`src/rtl/sqwave_pkg.sv`:
```
`default_nettype none
// ============================================================================
//  Module      : sqwave_pkg
//  Description : Shared types and default constants for the multi-channel
//                square-wave generator (channel state encoding and default
//                parameter values).
//  Revision    : 1.0 - initial release
// ============================================================================
package sqwave_pkg;

    typedef enum logic [1:0] {
        IDLE = 2'd0,
        HIGH = 2'd1,
        LOW  = 2'd2
    } sqw_state_e;

    localparam int SQW_DEF_CH       = 4;
    localparam int SQW_DEF_WIDTH    = 8;
    localparam int SQW_DEF_TICK_DIV = 10;

endpackage : sqwave_pkg
`default_nettype wire

```
`src/rtl/sqwave_channel.sv`:
```
`default_nettype none
// ============================================================================
//  Module      : sqwave_channel
//  Description : One square-wave channel: IDLE/HIGH/LOW FSM, WIDTH-bit phase
//                counter and a shadow m/n pair that is refreshed only at the
//                start of a run or at a period reload.
//  Ports       : clk, reset_n (async, active-low), tick (shared time-unit
//                strobe), en, m, n (phase lengths in units), signal (registered
//                output), period_done (only with SQW_PERIOD_DONE_EN).
//  Config      : SQW_PERIOD_DONE_EN adds the period_done pulse output.
//  Revision    : 1.0 - initial release
// ============================================================================
module sqwave_channel
    import sqwave_pkg::*;
#(
    parameter int WIDTH = SQW_DEF_WIDTH
) (
    input  logic             clk,
    input  logic             reset_n,
    input  logic             tick,
    input  logic             en,
    input  logic [WIDTH-1:0] m,
    input  logic [WIDTH-1:0] n,
    output logic             signal
`ifdef SQW_PERIOD_DONE_EN
    ,
    output logic             period_done
`endif
);

    sqw_state_e       r_state;
    sqw_state_e       w_state_nxt;
    logic [WIDTH-1:0] r_cnt;
    logic [WIDTH-1:0] w_cnt_nxt;
    logic [WIDTH-1:0] r_m_s;
    logic [WIDTH-1:0] w_m_s_nxt;
    logic [WIDTH-1:0] r_n_s;
    logic [WIDTH-1:0] w_n_s_nxt;
    logic             r_signal;
    logic             w_start;
    logic             w_reload;

    always_comb begin
        w_state_nxt = r_state;
        w_cnt_nxt   = r_cnt;
        w_m_s_nxt   = r_m_s;
        w_n_s_nxt   = r_n_s;
        w_start     = 1'b0;
        w_reload    = 1'b0;

        // Disable wins over a coincident tick.
        if (!en) begin
            w_state_nxt = IDLE;
            w_cnt_nxt   = '0;
        end else if (tick) begin
            case (r_state)
                IDLE: w_start = 1'b1;
                HIGH: begin
                    if (r_cnt == r_m_s - WIDTH'(1)) begin
                        w_cnt_nxt = '0;
                        if (r_n_s == '0) begin
                            w_reload = 1'b1;
                        end else begin
                            w_state_nxt = LOW;
                        end
                    end else begin
                        w_cnt_nxt = r_cnt + WIDTH'(1);
                    end
                end
                LOW: begin
                    if (r_cnt == r_n_s - WIDTH'(1)) begin
                        w_reload = 1'b1;
                    end else begin
                        w_cnt_nxt = r_cnt + WIDTH'(1);
                    end
                end
                default: w_state_nxt = IDLE;
            endcase

            // Start and reload share the same entry branch on freshly
            // sampled shadow values; a zero-length phase is skipped.
            if (w_start || w_reload) begin
                w_m_s_nxt = m;
                w_n_s_nxt = n;
                w_cnt_nxt = '0;
                if (m != '0) begin
                    w_state_nxt = HIGH;
                end else if (n != '0) begin
                    w_state_nxt = LOW;
                end else begin
                    w_state_nxt = IDLE;
                end
            end
        end
    end

    always_ff @(posedge clk or negedge reset_n) begin
        if (!reset_n) begin
            r_state  <= IDLE;
            r_cnt    <= '0;
            r_m_s    <= '0;
            r_n_s    <= '0;
            r_signal <= 1'b0;
        end else begin
            r_state  <= w_state_nxt;
            r_cnt    <= w_cnt_nxt;
            r_m_s    <= w_m_s_nxt;
            r_n_s    <= w_n_s_nxt;
            r_signal <= (w_state_nxt == HIGH);
        end
    end

    assign signal = r_signal;

`ifdef SQW_PERIOD_DONE_EN
    logic r_period_done;

    always_ff @(posedge clk or negedge reset_n) begin
        if (!reset_n) begin
            r_period_done <= 1'b0;
        end else begin
            r_period_done <= w_reload;
        end
    end

    assign period_done = r_period_done;
`endif

endmodule : sqwave_channel
`default_nettype wire

```
`src/rtl/multi_sqwave_gen.sv`:
```
`default_nettype none
// ============================================================================
//  Module      : multi_sqwave_gen
//  Description : CH-channel programmable square-wave generator. Holds the
//                shared time-unit prescaler and one sqwave_channel per
//                channel. Channel i uses en[i], m[i*WIDTH +: WIDTH] and
//                n[i*WIDTH +: WIDTH].
//  Ports       : clk, reset_n (async, active-low), en[CH], m/n[CH*WIDTH],
//                signal[CH], period_done[CH] (only with SQW_PERIOD_DONE_EN).
//  Config      : SQW_PERIOD_DONE_EN adds the period_done output.
//  Revision    : 1.0 - initial release
// ============================================================================
module multi_sqwave_gen
    import sqwave_pkg::*;
#(
    parameter int CH       = SQW_DEF_CH,
    parameter int WIDTH    = SQW_DEF_WIDTH,
    parameter int TICK_DIV = SQW_DEF_TICK_DIV
) (
    input  logic                clk,
    input  logic                reset_n,
    input  logic [CH-1:0]       en,
    input  logic [CH*WIDTH-1:0] m,
    input  logic [CH*WIDTH-1:0] n,
    output logic [CH-1:0]       signal
`ifdef SQW_PERIOD_DONE_EN
    ,
    output logic [CH-1:0]       period_done
`endif
);

    // At least one bit so TICK_DIV=1 still builds; the counter then stays 0.
    localparam int C_PW = (TICK_DIV > 1) ? $clog2(TICK_DIV) : 1;

    logic [C_PW-1:0] r_pre;
    logic            w_tick;

    assign w_tick = (r_pre == C_PW'(TICK_DIV - 1));

    always_ff @(posedge clk or negedge reset_n) begin
        if (!reset_n) begin
            r_pre <= '0;
        end else if (w_tick) begin
            r_pre <= '0;
        end else begin
            r_pre <= r_pre + C_PW'(1);
        end
    end

    for (genvar gi = 0; gi < CH; gi++) begin : g_ch
        sqwave_channel #(
            .WIDTH (WIDTH)
        ) u_channel (
            .clk         (clk),
            .reset_n     (reset_n),
            .tick        (w_tick),
            .en          (en[gi]),
            .m           (m[gi*WIDTH +: WIDTH]),
            .n           (n[gi*WIDTH +: WIDTH]),
            .signal      (signal[gi])
`ifdef SQW_PERIOD_DONE_EN
            ,
            .period_done (period_done[gi])
`endif
        );
    end

endmodule : multi_sqwave_gen
`default_nettype wire

```
`config.mk`:
```
export PLATFORM = sky130hd
export DESIGN_NAME = multi_sqwave_gen
export DESIGN_NICKNAME = d
export VERILOG_FILES = /design/src/rtl/sqwave_pkg.sv /design/src/rtl/sqwave_channel.sv /design/src/rtl/multi_sqwave_gen.sv
export SDC_FILE = /design/constraint.sdc
export NUM_CORES = 1
export LEC_CHECK = 0
export CAP_MARGIN = 10
export CORE_MARGIN = 4
export CORE_UTILIZATION = 63
export CTS_CLUSTER_DIAMETER = 50
export CTS_CLUSTER_SIZE = 20
export DETAILED_ROUTE_END_ITERATION = 8
export MAX_ROUTING_LAYER = met4
export PLACE_DENSITY = 0.95
export SLEW_MARGIN = 40
export SYNTH_ARGS = -nofsm -noshare
export SYNTH_HDL_FRONTEND = slang
export SYNTH_SLANG_ARGS = --single-unit
```
`constraint.sdc`:
```
create_clock -name clk -period 5.34 [get_ports clk]
set_clock_uncertainty 0.2 [all_clocks]
set_input_delay 1.068 -clock clk [delete_from_list [all_inputs] [get_ports clk]]
set_output_delay 1.068 -clock clk [all_outputs]
set_load 0.02 [all_outputs]
```
# Yosys cells after proc, flatten, opt, wreduce, memory -nomap -nowiden
# Index checks and enable logic that the tools add are counted.
# totals
reg_bits	112
input_bits	70
output_inout_bits	4
# op_classes
addsub	13
eq_ne	33
n_mux	93
reduce_logical	32
# ops
cell	count
$mux 8	20
$eq 8x8->1	8
$pmux 8 s2	4
$reduce_bool 8->1	8
$sub 8x1->8 const B	8
$mux 2	28
$add 8x1->8 const B	4
$logic_not 8->1	4
$mux 1	32
$reduce_and 3->1	8
$eq 2x1->1 const B	8
$ne 4x1->1 const B	4
$ne 4x4->1 const B	4
$pmux 2 s2	4
$eq 2x2->1 const B	4
$logic_not 2->1	4
$ne 2x1->1 const B	4
$pmux 1 s2	4
$reduce_or 2->1	4
$add 4x1->4 const B	1
$eq 4x4->1 const B	1
$logic_or 1x1->1	4
$mux 4	1

# Logic depth before layout (Yosys ltp)
# Gate-level depths: netlist of run 1.
# depth
ltp_word	11
mapped_depth	12
depth_no_buf	10

# Cells and area by module
# From an unflattened synthesis of run 1, not the netlist that was laid out.
# unflattened
hier_cells	804
hier_area_um2	8026.4
# modules_own_cells
mod	n_inst	cells_each	area_per_inst_um2
sqwave_channel at g_ch[1].u_channel ...	2	195	1968.1
sqwave_channel at g_ch[0].u_channel	1	202	2000.7
sqwave_channel at g_ch[3].u_channel	1	197	1918.1
multi_sqwave_gen	1	15	171.4

# Worst setup path after synthesis of run 1
# OpenSTA, ideal clock, no wires.
# synth_timing
kind	register to register
from	register g_ch[1].u_channel.r_n_s[0]
to	register g_ch[1].u_channel.r_m_s[6]
setup_ps	125
arrival_ps	2871
required_time_ps	5015
setup_slack_ps	2144
path_stages_with_launch	12
path_buffers	1
cell_sequence	dfrtp_1 inv_1 ha_1 or4b_1 and2_1 a2111oi_0 nand4_1 o32ai_4 or2_4 nand3_4 buf_6 mux2_4
# synth_between
elab_chain_cells	8
# synth_lines
element	line	source
start: declaration	sqwave_channel.sv:37	logic [WIDTH-1:0] r_n_s;
start signal: assignment	sqwave_channel.sv:108	r_n_s <= w_n_s_nxt;
$sub 8x1->8 / $logic_not 8->1 (equally long branches)	sqwave_channel.sv:71, sqwave_channel.sv:61	
$eq 8x8->1 / $mux 1 (equally long branches)	sqwave_channel.sv:71, sqwave_channel.sv:61	
$mux 1 (on tied branches)	sqwave_channel.sv:71, sqwave_channel.sv:59	
$pmux 1 s2 *	sqwave_channel.sv:56	case (r_state)
$mux 1 *	sqwave_channel.sv:55	end else if (tick) begin
$mux 1 *	sqwave_channel.sv:52	if (!en) begin
$logic_or 1x1->1 *	sqwave_channel.sv:82	if (w_start || w_reload) begin
$reduce_and 3->1 (no line) *	--	
end signal: assignment	sqwave_channel.sv:107	r_m_s <= w_m_s_nxt;
end: declaration	sqwave_channel.sv:35	logic [WIDTH-1:0] r_m_s;
# Mark *: on every way between the ends. The rest lies on a longest branch, timed or not. The select of a mux whose other input is x is not followed.
# A chain may end at the register's enable or synchronous reset.

# Worst setup path in the final report of run 1
# layout_timing
from	register g_ch[0].u_channel.r_m_s[2]
to	register g_ch[0].u_channel.r_m_s[5]
# layout_between
elab_chain_cells	8
# layout_lines
element	line	source
start: declaration	sqwave_channel.sv:35	
start signal: assignment	sqwave_channel.sv:107	
$sub 8x1->8	sqwave_channel.sv:59	if (r_cnt == r_m_s - WIDTH'(1)) begin
$eq 8x8->1	sqwave_channel.sv:59	
$mux 1	sqwave_channel.sv:59	
$pmux 1 s2	sqwave_channel.sv:56	
$mux 1	sqwave_channel.sv:55	
$mux 1	sqwave_channel.sv:52	
$logic_or 1x1->1	sqwave_channel.sv:82	
$reduce_and 3->1 (no line)	--	
# No other way between the ends. The select of a mux whose other input is x is not followed.

==> results.cfg, run 1 <==
[status]
status = finished, final reports clean

[cells_and_area]
multi_input_area_um2 = 4480
fin_cells = 1006
fin_nets = 956
fin_util_pct = 74.8
seq_area_um2 = 2800
syn2layout_area_growth_pct = 14.5
antenna_cells = 0
drive_gt1_share_pct = 11.6
fill_cells = 775

[power_and_ir_drop]
swShare_pct = 27.9
power_w = 0.00200
comb_power_share_pct = 16.1
pwr-share-seq_pct = 47.9
clock_power_share_pct = 35.9
vdd_ir_drop_max_uv = 214
p_leak_nw = 3.59
internal-power_w = 0.00144
power_switching_w = 0.000559
power.density_nw_per_um2 = 230

[critical_path]
crit_arrival_ns = 4.26
reg2reg_from = g_ch[0].u_channel.r_m_s[2]$_DFFE_PN0P_
path_class = reg -> reg
r2r_slack_ns = 1.14
rr_worst_depth = 7
worstReg2RegEnd = g_ch[0].u_channel.r_m_s[5]$_DFFE_PN0P_
end_kind = flop
crit_required_ns = 5.40
startpoint_type = flop
cp_max_fo = 20

[synthesis]
yosys-top-cells-count = 112 x dfrtp_1, 57 x nand2_1, 46 x mux2_2
syn_inst = 806
yosysTopAreaCellShare_pct = 36.9
synth_seq_area_share_pct = 36.9
synth_top_cell_by_area = dfrtp_1
synth_nets = 904
synth_most_common_cell = dfrtp_1
syn_area_um2 = 7590
synth-seq-cells = 112
avgSynthCellArea_um2 = 9.42
yosys_warnings = 0
ys.flop_type = dfrtp_1
synthTopCellsByArea = dfrtp_1 37%, mux2_2 6.8%, ha_1 4.6%, xnor2_1 4.6%, xor2_1 4.2%
ys_async_sr_fraction_pct = 100
ys_types = 75
synth_edf_count = 0

[clocking]
cts_tree = done
cts_setup_buffers = 0
numCtsBuffers = 9
cts.repair.resized = 0
cts.sink_count = 112
clockBufferDepth = 2
cts_root_buf = clkbuf_16
cts_hold_buf = 0
path_clk_slew_ns = 0.08
cts_max_level = 3
clk_latency_ns = 0.37

[timing]
worst_pin_slew_ns = 0.827
relSlewSlack_pct = 44.9
period_share_pct = 78.7
rsz0062_at_grt = false
fin_hold_ws_ns = 0.323
hold_viol_final = 0
slew_viol_final = 0
period_minus_slack_ns = 4.20
clock.fmax_ghz = 0.238
setup_viol = 0
tns_ns = 0

[drt]
totalWireLength_um = 17500
via_per_inst = 6.39
drc = 0
drtPass1Iterations = 7
num_vias = 6432
drtIter0Drc = 600
routedWlPerCell_um = 17.4
postRouteAntennaNets = 0

[grt]
grt_pass1_wl_um = 29400
grt_overflow = 0
track_usage_pct = 26.1
antenna_found_initial = 0
grt_pass1_vias = 6155
grt_max_degree = 76

[placement]
place_congestion = 0.928
place_hpwl_um = 12600
io_buffer_count = 73
placedCellCount = 990

[hold_path]
min_to = r_pre[2]$_DFF_PN0_
hold_path.startpoint = r_pre[2]$_DFF_PN0_
hp-class = reg -> reg
worstHoldPathCells = 1

[floorplan]
start_util_pct = 65.4
rows = 39
core_um2 = 11600
die_y_um = 118
die_area_um2 = 13900
die_w_um = 118
pin_count = 74

[flow_run]
max_cap_violations = 0
## critical path, cell delays in order (launching register included)
cell       delay, ns
dfrtp_1         0.45
or4_1           0.58
or3b_1          0.39
a2111oi_2       0.41
nand4_1         0.20
o221ai_1        0.65
and3_1          0.77
mux2_2          0.42
## per-stage QoR
step / cell area [um^2] / setup WS (ns)
after global placement: 8350 / 1.33
after global routing: 8690 / 0.936
after floorplan: 7590 / 2.14
final: 8690 / 1.14
after CTS: 8680 / 1.17
after detailed placement: 8370 / 1.20
## power groups by stage
stage	combinational (W)	sequential (W)	clock [W]
global placement	0.000308	0.000969	0
finish	0.000323	0.000959	0.000719
detailed placement	0.000320	0.000973	0
global route	0.000357	0.000967	0.000764
CTS	0.000324	0.000957	0.000727
floorplan	0.000210	0.000955	0
## cell usage in the layout (no fill, tap or decap), drive strengths merged, types with 11 or more instances in the layout
| master | count |
|---|---|
| nand3 | 36 |
| nor4 | 29 |
| or2 | 15 |
| and3 | 13 |
| xor2 | 36 |
| inv | 48 |
| nand2b | 11 |
| dfrtp | 112 |
| a21oi | 20 |
| nor2 | 33 |
| o21ai | 47 |
| xnor2 | 40 |
| ha | 28 |
| clkdlybuf4s50 | 72 |
| mux2 | 56 |
| nor3 | 23 |
| nand2 | 57 |
## layer usage
layer | vias up | global-route usage (%) | routed length [um] | share of wire (%)
met1 | 3112 | 33.6 | 7390 | 42
met5 | - | - | 0 | 0
met2 | 234 | 41.6 | 8670 | 50
met4 | 0 | 7.91 | 323 | 1.9
li1 | 3056 | - | - | -
met3 | 30 | 5.62 | 1070 | 6.1
## how the worst max path moves through the flow
stage | slack (ns) | startpoint | cells after the start | end
2_1_floorplan | 2.14 | g_ch[1].u_channel.r_n_s[0]$_DFFE_PN0P_ | 11 | g_ch[1].u_channel.r_m_s[6]$_DFFE_PN0P_
3_3_place_gp | 1.33 | g_ch[0].u_channel.r_m_s[2]$_DFFE_PN0P_ | 7 | g_ch[0].u_channel.r_m_s[3]$_DFFE_PN0P_
3_5_place_dp | 1.20 | g_ch[0].u_channel.r_m_s[2]$_DFFE_PN0P_ | 7 | g_ch[0].u_channel.r_m_s[7]$_DFFE_PN0P_
4_1_cts | 1.17 | g_ch[0].u_channel.r_m_s[2]$_DFFE_PN0P_ | 7 | g_ch[0].u_channel.r_m_s[5]$_DFFE_PN0P_
5_1_grt | 0.94 | g_ch[0].u_channel.r_m_s[2]$_DFFE_PN0P_ | 7 | g_ch[0].u_channel.r_m_s[5]$_DFFE_PN0P_
6_report | 1.14 | g_ch[0].u_channel.r_m_s[2]$_DFFE_PN0P_ | 7 | g_ch[0].u_channel.r_m_s[5]$_DFFE_PN0P_
## flip-flops by register name, indices dropped and copies added (netlist names)
name and cells:
g_ch.u_channel.signal 4, g_ch.u_channel.r_m_s 32, r_pre 4, g_ch.u_channel.r_state 8
g_ch.u_channel.r_n_s 32, g_ch.u_channel.r_cnt 32
## cell families after synthesis
logic type,share of synthesized area (%)
xor+xnor,8.77
compound gates,14.5
buf+inv,4.35
simple gates,21.6
flops,36.9
mux,9.07
fa+ha+maj,4.75
## cell type report
| type | instances | area share [%] |
|---|---|---|
| repair buffers | 75 | 8.60 |
| clock inverters | 7 | 0.994 |
| flip-flops and latches | 112 | 32.3 |
| multi-input cells | 615 | 51.5 |
| clock buffers | 9 | 2.59 |
| well taps | 143 | 2.06 |
| inverters | 45 | 1.94 |
Note: power is estimated with default switching activity, not from simulation.
==> run 2, diff against run 1 <==
--- a/config.mk
+++ b/config.mk
@@ -7,12 +7,12 @@
 export LEC_CHECK = 0
 export CAP_MARGIN = 10
 export CORE_MARGIN = 4
-export CORE_UTILIZATION = 63
+export CORE_UTILIZATION = 58
 export CTS_CLUSTER_DIAMETER = 50
 export CTS_CLUSTER_SIZE = 20
 export DETAILED_ROUTE_END_ITERATION = 8
 export MAX_ROUTING_LAYER = met4
-export PLACE_DENSITY = 0.95
+export PLACE_DENSITY = 0.91
 export SLEW_MARGIN = 40
 export SYNTH_ARGS = -nofsm -noshare
 export SYNTH_HDL_FRONTEND = slang
==> constraint.sdc (replaced) <==
create_clock -name clk -period 4.1 [get_ports clk]
set_clock_uncertainty 0.2 [all_clocks]
set_input_delay 0.82 -clock clk [delete_from_list [all_inputs] [get_ports clk]]
set_output_delay 0.82 -clock clk [all_outputs]
set_load 0.02 [all_outputs]
==> run 2 against run 1 <==
  * Sequential share of layout area decreased by 0.30 points
  * First-iteration DRC count decreased by 2.8%
  * Critical path depth increased by 3
  * Clock power increased by 30%
  * Combinational power increased by 30%
  * Total power increased by 30%
  * Sequential power increased by 30%
  * Die area increased by 8.0%
  * Maximum frequency increased by 15%
  * Cell area increased by 0.94%
  * Cell count increased by 3.3%
  * Core utilization decreased by 5.9 points
  * Largest cell class unchanged
==> results.cfg, run 2 (synthesis results as in run 1) <==
[drt]
drtIter0Drc = 583
totalWireLength_um = 17200
dr_wl_met2_um = 8580
top_layer = met4
met3_wirelength_um = 817
num_vias = 6367
routedLengthMet1_um = 7470
via_per_inst = 6.13
drtPass1Iterations = 5
postRouteAntennaNets = 0
routedWlPerCell_um = 16.6
drc = 0

[cells_and_area]
multi_input_area_um2 = 4480
seq_area_um2 = 2800
fin_area_um2 = 8770
fill_cells = 1007
mostFrequentLayoutCell = dfrtp_1
drive_gt1_share_pct = 12.1
syn2layout_area_growth_pct = 15.5
fin_cells = 1039
reg.largest.list = g_ch.u_channel.r_cnt: 32 flops, g_ch.u_channel.r_m_s: 32 flops, g_ch.u_channel.r_n_s: 32 flops
fin_nets = 960
antenna_cells = 0
final_cell_mix = 112 x dfrtp_1, 72 x clkdlybuf4s50_1, 57 x nand2_1

[power_and_ir_drop]
comb_power_share_pct = 16.1
pwr-share-seq_pct = 47.9
vdd_ir_drop_max_uv = 286
swShare_pct = 27.2
internal-power_w = 0.00189
power.density_nw_per_um2 = 297
clock_power_share_pct = 36.0
power_w = 0.00260
power_switching_w = 0.000709
p_leak_nw = 3.61

[timing]
slew_viol_final = 0
rsz0062_at_grt = false
period_minus_slack_ns = 3.67
worst_pin_slew_ns = 0.703
relSlewSlack_pct = 53.0
hold_viol_final = 0
tns_ns = 0
clock.fmax_ghz = 0.273
period_share_pct = 89.4
setup_viol = 0

[floorplan]
rows = 41
die_area_um2 = 15000
pin_count = 74
start_util_pct = 59.7
core_um2 = 12700
die_w_um = 122
die_y_um = 122

[critical_path]
end_kind = flop
startpoint_type = flop
path_class = reg -> reg
crit_required_ns = 4.14
crit_path_max_incr_delay_ns = 0.53
critPathSlowestCell = or4b_1
worstPathCellList = inv_1 -> ha_1 -> or4b_1 -> and2_1 -> a2111oi_0 -> nand4_1 -> o32ai_4 -> or2_4 -> nand3_4 -> mux2_4
crit_arrival_ns = 3.71
cp_max_fo = 16

[grt]
grt_max_degree = 74
grt_pass1_vias = 6240
grt_overflow = 0
track_usage_pct = 24.2
grt_pass1_wl_um = 28800
antenna_found_initial = 0

[clocking]
clockBufferDepth = 2
cts_tree = done
cts_hold_buf = 0
cts_max_level = 3
path_clk_slew_ns = 0.08
cts_setup_buffers = 0
numCtsBuffers = 9
clk_latency_ns = 0.36
cts_root_buf = clkbuf_16
cts.sink_count = 112
cts.repair.resized = 0

[status]
status = finished, final reports clean

[flow_run]
max_cap_violations = 0

[placement]
post_dp_cell_area_um2 = 8440
place_congestion = 0.872
io_buffer_count = 73
placedCellCount = 1023
place_hpwl_um = 12400

[hold_path]
hp-class = in -> async
## run 2: critical path, delay by kind of cell (launching register included)
family                     cells  cell delay, ns
buffers and inverters          1            0.08
adders and majority gates      1            0.20
and+or+nand+nor                5            1.46
muxes                          1            0.39
DFF                            1            0.43
AOI/OAI and AO/OA              2            0.79
## run 2: layout make-up
class                           instances  share of cell area, %
Sequential cell                       112                   32.0
Clock inverter                          6                  0.842
Inverter                               45                   1.93
Multi-Input combinational cell        615                   51.1
Tap cell                              172                   2.45
Timing Repair Buffer                   79                   8.96
Clock buffer                           10                   2.73
## run 2: power groups by stage
| stage | Combinational, W | Clock (W) | Sequential [W] |
|---|---|---|---|
| global route | 0.000466 | 0.000991 | 0.00126 |
| global placement | 0.000405 | 0 | 0.00126 |
| finish | 0.000420 | 0.000937 | 0.00125 |
| CTS | 0.000421 | 0.000951 | 0.00124 |
| floorplan | 0.000274 | 0 | 0.00124 |
| detailed placement | 0.000417 | 0 | 0.00127 |
## run 2: final timing paths
path | start | to | slack, ns | cells after the start
max | g_ch[1].u_channel.r_n_s[0]$_DFFE_PN0P_ | g_ch[1].u_channel.r_n_s[5]$_DFFE_PN0P_ | 0.43 | 10
min | reset_n | g_ch[0].u_channel.r_m_s[3]$_DFFE_PN0P_ | 0.23 | 1
max reg2reg | g_ch[1].u_channel.r_n_s[0]$_DFFE_PN0P_ | g_ch[1].u_channel.r_n_s[5]$_DFFE_PN0P_ | 0.43 | 10
min reg2reg | r_pre[0]$_DFF_PN0_ | r_pre[0]$_DFF_PN0_ | 0.31 | 1
max in group asynchronous | reset_n | g_ch[3].u_channel.r_m_s[2]$_DFFE_PN0P_ | 2.70 | 2
min in group clk | r_pre[0]$_DFF_PN0_ | r_pre[0]$_DFF_PN0_ | 0.31 | 1
## run 2: per-stage QoR
| step | hold slack, ns | setup slack (ns) | util (%) |
|---|---|---|---|
| final | 0.230 | 0.434 | 68.9 |
| after global routing | 0.267 | 0.188 | 68.9 |
| after CTS | 0.240 | 0.529 | 68.8 |
| after detailed placement | 0.298 | 0.541 | 66.3 |
| after global placement | 0.306 | 0.544 | 66.3 |
| after floorplan | 0.269 | 0.904 | - |
## run 2: metal layers
metal,vias to the layer above,track usage [%]
li1,3048,-
met1,3095,29.9
met2,188,40.2
met3,36,4.52
met4,0,8.26
met5,-,-
==> run 3, diff against run 2 <==
--- a/config.mk
+++ b/config.mk
@@ -13,6 +13,7 @@
 export DETAILED_ROUTE_END_ITERATION = 8
 export MAX_ROUTING_LAYER = met4
 export PLACE_DENSITY = 0.91
+export REMOVE_ABC_BUFFERS = 1
 export SLEW_MARGIN = 40
 export SYNTH_ARGS = -nofsm -noshare
 export SYNTH_HDL_FRONTEND = slang
==> constraint.sdc (replaced) <==
create_clock -name clk -period 4 [get_ports clk]
set_clock_uncertainty 0.2 [all_clocks]
set_input_delay 0.8 -clock clk [delete_from_list [all_inputs] [get_ports clk]]
set_output_delay 0.8 -clock clk [all_outputs]
set_load 0.02 [all_outputs]
==> run 3 against run 2 <==
  * Hold slack better by 0.014 ns
  * Clock power is 0.9% lower
  * Cell area is 0.26% lower
  * Register-to-register slack worse by 0.09 ns
  * Sequential share of layout area is 0.082 points higher
  * Largest cell class unchanged
  * Flip-flop and latch count stayed put
  * Critical path type unchanged
  * Global-route usage is 0.27 points lower
  * Count of clock-buffer cells in the layout is 4 higher
  * Critical endpoint is now g_ch[1].u_channel.r_n_s[1]$_DFFE_PN0P_
  * Worst setup slack worse by 0.089 ns
  * Maximum frequency is 0.30% higher
  * Combinational power is 3% higher
==> results.cfg, run 3 (synthesis results as in run 1) <==
[clocking]
clockBufferDepth = 2
cts_root_buf = clkbuf_16
cts_max_level = 3
cts_hold_buf = 0
clk_latency_ns = 0.36
cts_setup_buffers = 0
cts.sink_count = 112
cts.repair.resized = 0
numCtsBuffers = 9
cts_tree = done
path_clk_slew_ns = 0.07

[drt]
drtPass1Iterations = 6
drc = 0
routedWlPerCell_um = 16.2
postRouteAntennaNets = 0
drtIter0Drc = 514
num_vias = 6341
totalWireLength_um = 16800
via_per_inst = 6.10

[cells_and_area]
antenna_cells = 0
multi_input_area_um2 = 4470
fill_cells = 992
mostFrequentLayoutCell = dfrtp_1
drive_gt1_share_pct = 11.4
syn2layout_area_growth_pct = 15.2
reg.largest.list = g_ch.u_channel.r_cnt: 32 flops, g_ch.u_channel.r_m_s: 32 flops, g_ch.u_channel.r_n_s: 32 flops
final_cell_mix = 112 x dfrtp_1, 72 x clkdlybuf4s50_1, 57 x nand2_1
fin_nets = 960
fin_area_um2 = 8750
seq_area_um2 = 2800

[floorplan]
pin_count = 74
die_area_um2 = 15000
start_util_pct = 59.7
die_w_um = 122
die_y_um = 122
rows = 41
core_um2 = 12700

[flow_run]
max_cap_violations = 0

[critical_path]
crit_arrival_ns = 3.70
path_class = reg -> reg
cp_num_buf_inv = 1
crit_required_ns = 4.04
reg2reg_from = g_ch[1].u_channel.r_n_s[0]$_DFFE_PN0P_
startpoint = g_ch[1].u_channel.r_n_s[0]$_DFFE_PN0P_
cp_max_fo = 16
path_delay_family = simple AND/OR/NAND/NOR gates
worstPathCellList = inv_1 -> ha_1 -> or4b_1 -> and2_1 -> a2111oi_0 -> nand4_1 -> o32ai_4 -> or2_4 -> nand3_4 -> mux2_4
crit_path_max_incr_delay_ns = 0.51
startpoint_type = flop
end_kind = flop
critPathSlowestCell = or4b_1

[grt]
grt_pass1_vias = 6220
grt_pass1_wl_um = 28400
grt_max_degree = 71
grt_overflow = 0
grt.busiest_layer = met2
track_usage_pct = 24.0
gr-usage-met1_pct = 29.7
grt_use_met3_pct = 4.47
use_met2_pct = 40.2
antenna_found_initial = 0

[timing]
relSlewSlack_pct = 44.8
rsz0062_at_grt = false
clock.fmax_ghz = 0.274
worst_pin_slew_ns = 0.822
tns_ns = 0
setup_viol = 0
period_share_pct = 91.4
slew_viol_final = 0
hold_viol_final = 0
period_minus_slack_ns = 3.66

[placement]
place_congestion = 0.898
place_hpwl_um = 12100
post_dp_cell_area_um2 = 8440
io_buffer_count = 73

[power_and_ir_drop]
vdd_ir_drop_max_uv = 319
p_leak_nw = 3.60
power.density_nw_per_um2 = 302

[hold_path]
hp-class = in -> async

[status]
status = finished, final reports clean
==> run 3: cell type report <==
cell class / count / area share [%]
tap: 172 / 2.46
clock inverter: 2 / 0.429
clock buffer: 14 / 3.02
inverter: 45 / 1.93
timing repair buffer: 79 / 9.03
sequential: 112 / 32.0
multi-input combinational: 615 / 51.1
==> run 3: metrics by stage <==
stage | utilization (%) | worst slack (ns) | power, W | cells | hold slack [ns]
finish | 68.7 | 0.344 | 0.00264 | 1039 | 0.244
global route | 68.7 | 0.162 | 0.00275 | 1039 | 0.300
CTS | 68.7 | 0.358 | 0.00266 | 1039 | 0.264
detailed placement | 66.4 | 0.473 | 0.00173 | 1023 | 0.301
global placement | 66.3 | 0.430 | 0.00171 | 1023 | 0.298
floorplan | - | 0.337 | 0.00155 | 772 | 0.269
==> run 3: path summary, 6_finish.rpt <==
kind	to	slack, ns	cells after the start
worst max-delay path	g_ch[1].u_channel.r_n_s[1]$_DFFE_PN0P_	0.34	10
worst min-delay path	g_ch[2].u_channel.r_m_s[7]$_DFFE_PN0P_	0.24	1
worst max register to register	g_ch[1].u_channel.r_n_s[1]$_DFFE_PN0P_	0.34	10
worst min register to register	r_pre[0]$_DFF_PN0_	0.32	1
max in group asynchronous	g_ch[3].u_channel.r_n_s[5]$_DFFE_PN0P_	2.70	2
min in group clk	r_pre[0]$_DFF_PN0_	0.32	1
==> run 3: report_power, final <==
| group | internal [W] | switching, W |
|---|---|---|
| Sequential | 0.00119 | 0.0000844 |
| Combinational | 0.000235 | 0.000197 |
| Clock | 0.000522 | 0.000408 |
==> run 3: layer usage <==
metal	vias to the layer above	wire length, um
met5	-	0
met4	0	406
met3	49	647
met2	159	8370
met1	3082	7390
li1	3051	-
==> RTL change, RTL diff (flow settings as in run 3) <==
`SQW_DEF_CH`: 4 -> 3.
--- a/src/rtl/sqwave_pkg.sv
+++ b/src/rtl/sqwave_pkg.sv
@@ -14,7 +14,7 @@
         LOW  = 2'd2
     } sqw_state_e;
 
-    localparam int SQW_DEF_CH       = 4;
+    localparam int SQW_DEF_CH       = 3;
     localparam int SQW_DEF_WIDTH    = 8;
     localparam int SQW_DEF_TICK_DIV = 10;
 
Interface: changed (resized en, m, n and signal); port bits go from 74 to 56. No check against the original RTL was run, so the function may have changed too.
==> RTL change against run 3 <==
  * Combinational power decreased by 25%
  * Non-clock buffer count decreased by 21
  * Die area decreased by 22%
  * Setup slack got worse by 0.011 ns
  * First-iteration DRC count decreased by 43%
  * Area after synthesis decreased by 24%
  * Global-route usage increased by 1.3 points
  * Critical path depth decreased by 1
  * Wire length decreased by 20%
  * Sequential cell count decreased by 27
  * Power decreased by 23%
  * Cell area decreased by 24%
  * Count of clock-buffer cells in the layout decreased by 5
  * Sequential share of layout area increased by 0.16 points
  * Critical endpoint is now g_ch[1].u_channel.r_n_s[5]$_DFFE_PN0P_
  * Largest cell class unchanged
  * Largest power group unchanged
  * Highest routed layer unchanged
==> RTL change: results <==
[placed_design]
dpl.hpwl_um = 10000
gp_congestion = 0.945
pre_cts_ws_ns = 0.354
post-place-cells = 779
post_dp_cell_area_mm2 = 0.00637
numPortBuffers = 55

[critical_path]
path_max_fanout = 23
slowest_stage = "or4_1"
arrival_ns = 3.74
cp_slowest_stage_delay_ns = 0.48

[clock_network]
cts_buffer_depth = 2
root_buffer = "clkbuf_8"
cts_resized = 0
numCtsBuffers = 9
clk_pin_slew_ns = 0.09
post_cts_buffers = 0
cts_max_level = 3
clk_latency_ns = 0.39

[yosys]
yosys-top-cells-area = "dfrtp_1 37%, mux2_2 6.4%, ha_1 4.5%"
synth-edff-count = 0
synth_top_flop_cell = "dfrtp_1"
synth_cells = 618
synthTopCellsByCount = "85 x dfrtp_1, 50 x nand2_1, 33 x mux2_2"
yosysSeqAreaShare_pct = 36.8
synth_cell_types = 70
yosysWarningCount = 0

[finish]
stdcell_count = 795
fill_cells = 750
drive_above_1_share_pct = 10.6
n_antenna_cell = 0
layout.nets = 731
reg.largest.list = "g_ch.u_channel.r_cnt (24), g_ch.u_channel.r_m_s (24), g_ch.u_channel.r_n_s (24)"

[power_and_ir_drop]
ir_drop_mv = 0.157
p_leak_nw = 2.79
p_int_mw = 1.44

[min_path]
min_path_type = "in2async"

[run_status]
status = "finished clean"

[timing]
setup_viol = 0
relSlewSlack_pct = 54.8

[route]
dr.pass1.iters = 5
wirelength_um = 13500
num_vias = 4947
first_iter_violations = 291

[global_route]
grt_antenna_before_repair = 0
grt.total_usage_pct = 25.3
grt_max_degree = 86
grt_pass1_vias = 5028
grt_pass1_wl_um = 22900

[run]
max-cap-violations = 0
-- RTL change: cell count changes in the layout (fill, tap and decap cells not counted), sizes merged, moves of 12 or more --
cell / run 3 / this run
clkdlybuf4s50: 72 / 54
dfrtp: 112 / 85
inv: 45 / 33
mux2: 56 / 39
nand3: 36 / 18
o21ai: 47 / 32
-- RTL change: worst max-delay path, delay by kind of cell, from the launching register on --
family | cells | cell delay [ns]
flip-flops | 1 | 0.43
adder cells (fa/ha/maj) | 1 | 0.21
AND/OR/NAND/NOR | 3 | 1.12
AO/OA/AOI/OAI | 3 | 1.10
multiplexers | 1 | 0.39
buffers and inverters | 1 | 0.10
-- RTL change: kinds of logic after synthesis --
family,Yosys count,share of synthesized area [%]
and+or+nand+nor,231,21.9
adders and majority gates,21,4.55
muxes,42,8.12
AOI/OAI and AO/OA,122,15.2
DFF,85,36.8
xor gates and xnor gates,57,8.88
buffers and inverters,60,4.61
-- RTL change: per-stage QoR --
stage	hold slack, ns	utilization (%)
after floorplan	0.269	-
after global placement	0.285	65.4
after detailed placement	0.303	65.4
after CTS	0.293	67.8
after global routing	0.313	67.9
final	0.254	67.9
-- RTL change: worst paths after layout --
path / cells past startpoint / to / start / slack [ns]
hold / removal: 1 / g_ch[1].u_channel.r_m_s[3]$_DFFE_PN0P_ / reset_n / 0.25
max in group asynchronous: 1 / g_ch[0].u_channel.r_cnt[0]$_DFFE_PN0P_ / reset_n / 2.88
min in group clk: 1 / r_pre[0]$_DFF_PN0_ / r_pre[0]$_DFF_PN0_ / 0.32
setup / recovery: 9 / g_ch[1].u_channel.r_n_s[5]$_DFFE_PN0P_ / g_ch[1].u_channel.r_m_s[0]$_DFFE_PN0P_ / 0.33
hold reg to reg: 1 / r_pre[0]$_DFF_PN0_ / r_pre[0]$_DFF_PN0_ / 0.32
setup reg to reg: 9 / g_ch[1].u_channel.r_n_s[5]$_DFFE_PN0P_ / g_ch[1].u_channel.r_m_s[0]$_DFFE_PN0P_ / 0.33
-- RTL change: final cells by class --
type	instances	share of cell area, %
flip-flops and latches	85	32.2
inverters	30	1.71
well taps	133	2.52
multi-input cells	473	51.4
clock inverters	7	1.59
clock buffers	9	1.88
repair buffers	58	8.73
-- RTL change: metal layers --
metal,track usage [%],wire (µm),vias up
met4,12.4,435,0
met2,42.0,6840,176
met1,29.1,5410,2399
li1,-,-,2322
met3,5.34,826,50
met5,-,0,-
-- RTL change: power groups by stage --
stage	logic (mW)	registers [mW]	clock network (mW)
floorplan	0.205	0.967	0
global placement	0.303	0.981	0
detailed placement	0.322	0.986	0
CTS	0.325	0.969	0.726
global route	0.362	0.980	0.771
finish	0.325	0.971	0.726
